File: src/rtl/io_bus_master.sv
// IO bus initiator: one command -> one strobe/wait IO transaction -> one response.
// Optional WAIT timeout compiled in with `define IOBM_TIMEOUT_EN.
module io_bus_master #(
  parameter int unsigned TIMEOUT_CYCLES = 255,
  parameter logic [31:0] ERR_RDATA      = 32'hDEAD_BEEF
) (
  input  logic        CLK,
  input  logic        RST,
  input  logic        cmd_valid,
  output logic        cmd_ready,
  input  logic        cmd_write,
  input  logic [31:0] cmd_addr,
  input  logic [3:0]  cmd_be,
  input  logic [31:0] cmd_wdata,
  output logic        rsp_valid,
  input  logic        rsp_ready,
  output logic [31:0] rsp_rdata,
  output logic        rsp_err,
  output logic        busy,
  output logic [31:0] IO_Address,
  output logic        IO_Addr_Strobe,
  output logic [3:0]  IO_Byte_Enable,
  output logic [31:0] IO_Write_Data,
  output logic        IO_Write_Strobe,
  output logic        IO_Read_Strobe,
  input  logic [31:0] IO_Read_Data,
  input  logic        IO_Ready
);

  typedef enum logic [1:0] {StIdle, StStrobe, StWait, StResp} state_e;

  state_e      state_q, state_d;
  logic        wr_q, wr_d;
  logic [31:0] addr_q, addr_d;
  logic [3:0]  be_q, be_d;
  logic [31:0] wdata_q, wdata_d;
  logic [31:0] rdata_q, rdata_d;
  logic        err_q, err_d;
  logic        as_q, as_d, ws_q, ws_d, rs_q, rs_d;
  logic        rsp_valid_q, rsp_valid_d;
  logic        cmd_ready_q, cmd_ready_d;
  logic        busy_q, busy_d;
  logic        timeout_hit;

  logic cmd_fire, rsp_fire;
  assign cmd_fire = cmd_valid & cmd_ready_q;
  assign rsp_fire = rsp_valid_q & rsp_ready;

`ifdef IOBM_TIMEOUT_EN
  localparam int unsigned CntW = $clog2(TIMEOUT_CYCLES + 1);
  logic [CntW-1:0] cnt_q, cnt_d;

  // cnt_q counts WAIT cycles already spent without IO_Ready.
  always_comb begin
    cnt_d = cnt_q;
    if (state_q == StStrobe) begin
      cnt_d = '0;
    end else if (state_q == StWait && !IO_Ready) begin
      cnt_d = cnt_q + 1'b1;
    end
  end

  assign timeout_hit = (state_q == StWait) && !IO_Ready &&
                       (32'(cnt_q) == TIMEOUT_CYCLES - 1);

  always_ff @(posedge CLK) begin
    if (RST) cnt_q <= '0;
    else     cnt_q <= cnt_d;
  end
`else
  assign timeout_hit = 1'b0;
`endif

  always_comb begin
    state_d     = state_q;
    wr_d        = wr_q;
    addr_d      = addr_q;
    be_d        = be_q;
    wdata_d     = wdata_q;
    rdata_d     = rdata_q;
    err_d       = err_q;
    rsp_valid_d = rsp_valid_q;
    as_d        = 1'b0;
    ws_d        = 1'b0;
    rs_d        = 1'b0;
    unique case (state_q)
      StIdle: begin
        if (cmd_fire) begin
          state_d = StStrobe;
          wr_d    = cmd_write;
          addr_d  = cmd_addr;
          be_d    = cmd_be;
          wdata_d = cmd_wdata;
          as_d    = 1'b1;
          ws_d    = cmd_write;
          rs_d    = ~cmd_write;
        end
      end
      StStrobe: state_d = StWait;
      StWait: begin
        // IO_Ready beats a coincident terminal count.
        if (IO_Ready) begin
          state_d     = StResp;
          rdata_d     = wr_q ? 32'h0 : IO_Read_Data;
          err_d       = 1'b0;
          rsp_valid_d = 1'b1;
        end else if (timeout_hit) begin
          state_d     = StResp;
          rdata_d     = ERR_RDATA;
          err_d       = 1'b1;
          rsp_valid_d = 1'b1;
        end
      end
      StResp: begin
        if (rsp_fire) begin
          state_d     = StIdle;
          rsp_valid_d = 1'b0;
        end
      end
      default: state_d = StIdle;
    endcase
    cmd_ready_d = (state_d == StIdle);
    busy_d      = (state_d != StIdle);
  end

  always_ff @(posedge CLK) begin
    if (RST) begin
      state_q     <= StIdle;
      wr_q        <= 1'b0;
      addr_q      <= '0;
      be_q        <= '0;
      wdata_q     <= '0;
      rdata_q     <= '0;
      err_q       <= 1'b0;
      rsp_valid_q <= 1'b0;
      as_q        <= 1'b0;
      ws_q        <= 1'b0;
      rs_q        <= 1'b0;
      cmd_ready_q <= 1'b0;
      busy_q      <= 1'b0;
    end else begin
      state_q     <= state_d;
      wr_q        <= wr_d;
      addr_q      <= addr_d;
      be_q        <= be_d;
      wdata_q     <= wdata_d;
      rdata_q     <= rdata_d;
      err_q       <= err_d;
      rsp_valid_q <= rsp_valid_d;
      as_q        <= as_d;
      ws_q        <= ws_d;
      rs_q        <= rs_d;
      cmd_ready_q <= cmd_ready_d;
      busy_q      <= busy_d;
    end
  end

  assign cmd_ready       = cmd_ready_q;
  assign rsp_valid       = rsp_valid_q;
  assign rsp_rdata       = rdata_q;
`ifdef IOBM_TIMEOUT_EN
  assign rsp_err         = err_q;
`else
  assign rsp_err         = 1'b0;
`endif
  assign busy            = busy_q;
  assign IO_Address      = addr_q;
  assign IO_Byte_Enable  = be_q;
  assign IO_Write_Data   = wdata_q;
  assign IO_Addr_Strobe  = as_q;
  assign IO_Write_Strobe = ws_q;
  assign IO_Read_Strobe  = rs_q;

endmodule

File: config.mk
export PLATFORM = sky130hd
export DESIGN_NAME = io_bus_master
export DESIGN_NICKNAME = d
export VERILOG_FILES = /design/src/rtl/io_bus_master.sv
export SDC_FILE = /design/constraint.sdc
export NUM_CORES = 1
export LEC_CHECK = 0
export ABC_AREA = 0
export CAP_MARGIN = 20
export CORE_UTILIZATION = 37
export CTS_CLUSTER_DIAMETER = 200
export CTS_CLUSTER_SIZE = 25
export DETAILED_ROUTE_END_ITERATION = 6
export PLACE_DENSITY = 0.73
export SYNTH_ARGS = -nofsm -noshare
export SYNTH_HDL_FRONTEND = slang
export SYNTH_SLANG_ARGS = --single-unit
File: constraint.sdc
create_clock -name CLK -period 3.6 [get_ports CLK]
set_input_delay 0.36 -clock CLK [delete_from_list [all_inputs] [get_ports CLK]]
set_output_delay 0.36 -clock CLK [all_outputs]
set_load 0.02 [all_outputs]
After elaboration in Yosys (flattened, before gate mapping) --
Cells that the tools add are included.
Storage, ports and cells: output and inout port bits 107, register bits 109, input port bits 106
Operators by class: bitwise logic cells 5, mux-type cells 9, reductions and logical operators 9, equality and inequality tests 5
Operator list (count):
- $mux 32 | 1
- $pmux 2 s4 | 1
- $mux 2 | 3
- $eq 2x2->1 const B | 2
- $logic_not 2->1 | 2
- $ne 2x2->1 const B | 2
- $reduce_and 2->1 | 2
- $reduce_bool 2->1 | 2
- $mux 1 | 3
- $not 1->1 | 3
- $reduce_and 3->1 | 1
- $reduce_or 3->1 | 1
- $and 1x1->1 | 2
- $eq 2x1->1 const B | 1
- $pmux 1 s2 | 1
- $reduce_or 2->1 | 1

Logic depth before layout (Yosys ltp) --
word-level depth 4, mapped depth 6, depth with buffers taken out 2

Worst setup path before layout --
OpenSTA, ideal clock, no wires.
path kind reg-to-reg, from register cmd_ready_q (netlist: cmd_ready), to register addr_q[0] (netlist: IO_Address[0]), arrival 1343 ps, cell stages (with the launch flop) 6, setup time 72 ps, slack 2185 ps, clock period less this slack 1415 ps, buffers on the path 3, path through dfxtp_1 nor4bb_1 buf_4 buf_12 buf_12 mux2i_1
Between the ends: cells in the longest elaborated chain, start to end 2
Ends and longest elaborated chain:
- start, declared | line 41 | logic cmd_ready_q, cmd_ready_d;
- start signal, assigned | line 153 | cmd_ready_q <= cmd_ready_d;
- $and 1x1->1 | line 46 | assign cmd_fire = cmd_valid & cmd_ready_q;
- $reduce_and 2->1 (no source line)
- end signal, assigned | line 144 | addr_q <= addr_d;
- end, declared | line 34 | logic [31:0] addr_q, addr_d;
No other way between the ends. A chain may end at the register's enable or synchronous reset.

Worst setup path in the final report --
from register state_q[1], to register rdata_q[21] (netlist: rsp_rdata[21])
Between the ends: cells in the longest elaborated chain, start to end 2
Ends and longest elaborated chain:
- start, declared | line 32 | state_e state_q, state_d;
- start signal, assigned | line 128 | state_q <= StIdle;
- start signal, assigned | line 142 | state_q <= state_d;
- $eq 2x2->1 | line 86 | unique case (state_q)
- $reduce_and 2->1 (no source line)
- end signal, assigned | line 147 | rdata_q <= rdata_d;
- end, declared | line 37 | logic [31:0] rdata_q, rdata_d;
No other way between the ends.

==> results.cfg <==
[status]
status = complete, no violations

[hold_path]
hold_depth = 2
hp-class = reg -> reg
min-delay-start = IO_Write_Data[10]
whs_endpoint = IO_Write_Data[10]

[synth]
synth_fa_ha_area_share_pct = 0
ys_warn_count = 0
ys_top_cells_by_area = dfxtp_1 (44%), nand2b_1 (22%), mux2i_1 (21%), or3b_2 (5.7%), clkbuf_1 (1.9%)
yosysUniqueCellTypes = 22
synth_fp_nets = 581
ys_ff_latch = 109
synth_top_family_by_area = simple AND/OR/NAND/NOR gates
synth_top_area_cell = dfxtp_1
synth-simple-area-share_pct = 29.5
synth_compound_area_share_pct = 0.739
syn-cell-area_sq_um = 4910
synth_top_area_share_pct = 44.5
synth_mux_area_share_pct = 20.6
syn-mean-instance-area_sq_um = 10.3
synthXorXnorAreaFrac_pct = 0
syn_inst = 475
seq_area_frac_synth_pct = 44.5

[cells_and_area]
final_cell_mix = clkdlybuf4s50_1 (210), nand2b_1 (172), dfxtp_1 (109)
num-nets-final = 765
final_util_pct = 57.9
layout_commonest_cell = clkdlybuf4s50_1
area.growth.synth_to_final_pct = 50.6
drive_gt1_share_pct = 8.13
final_cell_area_sq_um = 7390

[timing]
timing.hold.ws_ns = 0.473
fin_crit_ns = 1.82
fmax_mhz = 549
fin_skew_ns = 0.00592
setup_slack_ns = 1.78
finalSetupViolCount = 0
rsz0062_at_grt = no
min_period_over_period_pct = 50.6
tns_ns = 0
drv_slew = 0
tightest_slew_ns = 0.995
slew_headroom_pct = 33.7
finalHoldViolations = 0

[grt]
antenna_found_initial = 1
grt_overflow = 0
grt_pass1_wl_microns = 18000
grt_pass1_vias = 3718
grt.total_usage_pct = 17.1
grt_max_degree = 122

[power]
pwr-share-seq_pct = 44.4
p_leak_nw = 2.57
netSwitchingPower_uw = 720
comb_power_share_pct = 18.9
intPower_mw = 2.25
ir_worst_vdd_uv = 302
p_clk_share_pct = 36.7
p_sw_share_pct = 24.2
power_density_nw_per_um2 = 402

[clock_network]
clock_path_buffers = 2
numClockSinks = 109
cts-buffers-inserted = 9
cts_setup_buffers = 0
cts.htree.levels = 3
tritoncts = built
clock-root-buffer = clkbuf_16
cts.clk_slew.worst_paths_ns = 0.07
cts_hold_buf = 0
worstSkewPairLatency_ns = 0.35
cts-resized-gates = 0

[critical_path]
crit_type = reg -> reg
cp.required_ns = 3.87
cp_num_buf_inv = 0
start_kind = flip-flop
slowest_stage = and3b_2
worstReg2RegEnd = rsp_rdata[21]
crit_start = state_q[1]
critPathMaxStageDelay_ns = 0.91
r2r-start = state_q[1]
crit_fanout = 32
reg2reg_depth = 2
crit_arrival_ns = 2.09
r2r_slack_ns = 1.78
worstPathCellList = and3b_2 > mux2i_1
crit_path_end_kind = flip-flop
critPathTopFamily = simple AND/OR/NAND/NOR gates

[placement]
gp_congestion = 0.787
dp_slack_ns = 1.46
dpl_cell_area_sq_um = 7060
numPortBuffers = 211
place.detailed.hpwl_microns = 8330

[flow_run]
maxCapViolations = 0

[floorplan]
io_pins = 213
fp.dieW_microns = 117
start_util_pct = 38.4
fp.dieH_microns = 117
rows = 41
core_sq_um = 12800
die_area_sq_um = 13700

[drt]
viasPerCell = 4.62
wl_per_cell_microns = 14.0
drtIter0Drc = 126
route.vias.total = 3864
wirelength_microns = 11800
dr.pass1.iters = 6
route.detailed.drc = 0
ant_nets = 0
## power groups by stage
stage          Sequential [mW]  Clock (mW)  Combinational (mW)
3_3_place_gp              1.34           0               0.557
4_1_cts                   1.32        1.14               0.568
5_1_grt                   1.33        1.18               0.602
2_1_floorplan             1.41           0               0.233
6_report                  1.32        1.09               0.560
3_5_place_dp              1.35           0               0.567
## worst max-delay path by stage
stage,end,slack [ns],cells past startpoint
after floorplan,IO_Address[0],2.19,5
after CTS,rsp_rdata[21],1.75,2
after detailed placement,rsp_rdata[21],1.46,3
after global routing,rsp_rdata[21],1.64,2
final,rsp_rdata[21],1.78,2
after global placement,rsp_rdata[18],1.52,3
## tightest hold or removal path, stage by stage (launching register included)
cell,delay (ns)
dfxtp_1,0.31
nand2b_1,0.06
mux2i_1,0.06
## cell families after synthesis
logic type | Yosys count
DFF | 109
buffers and inverters | 41
other | 1
and+or+nand+nor | 218
muxes | 101
AOI/OAI and AO/OA | 5
## stage by stage
step	instances	power [mW]
2_1_floorplan	475	1.64
3_3_place_gp	820	1.90
3_5_place_dp	820	1.91
4_1_cts	836	3.02
5_1_grt	836	3.11
6_report	837	2.97
## sequential cells by signal (all words and copies together), names as in the netlist
register and cells:
IO_Write_Data 32, state_q 2, rsp_valid 1, busy 1
IO_Addr_Strobe 1, rsp_rdata 32, IO_Address 32, IO_Byte_Enable 4
IO_Read_Strobe 1, IO_Write_Strobe 1, cmd_ready 1, wr_q 1
## routing by layer
layer	wire length (microns)	vias up	GRT usage, %
li1	-	1922	-
met1	4700	1786	18.1
met2	5840	136	29.9
met3	916	20	6.75
met4	303	0	7.51
met5	0	-	0
## synthesized netlist by cell type, drive strengths merged
library cell and n:
nand2b 172, dfxtp 109, mux2i 101, or3b 32, clkbuf 25, buf 16, nor2 4, a21oi 2
nor3 2, o32ai 2, a211o 1, and2 1, and3 1, and3b 1, and4 1, conb 1
nand4 1, nand4bb 1, nor3b 1, nor4bb 1
## layout make-up
class	instances	area, sq um
sequential	109	2180
fill	1104	5380
timing repair buffer	214	2140
clock inverter	5	81.3
antenna	1	2.50
clock buffer	11	253
tap	172	215
multi-input combinational	325	2510
No activity file was read; power rests on OpenSTA's default activity.
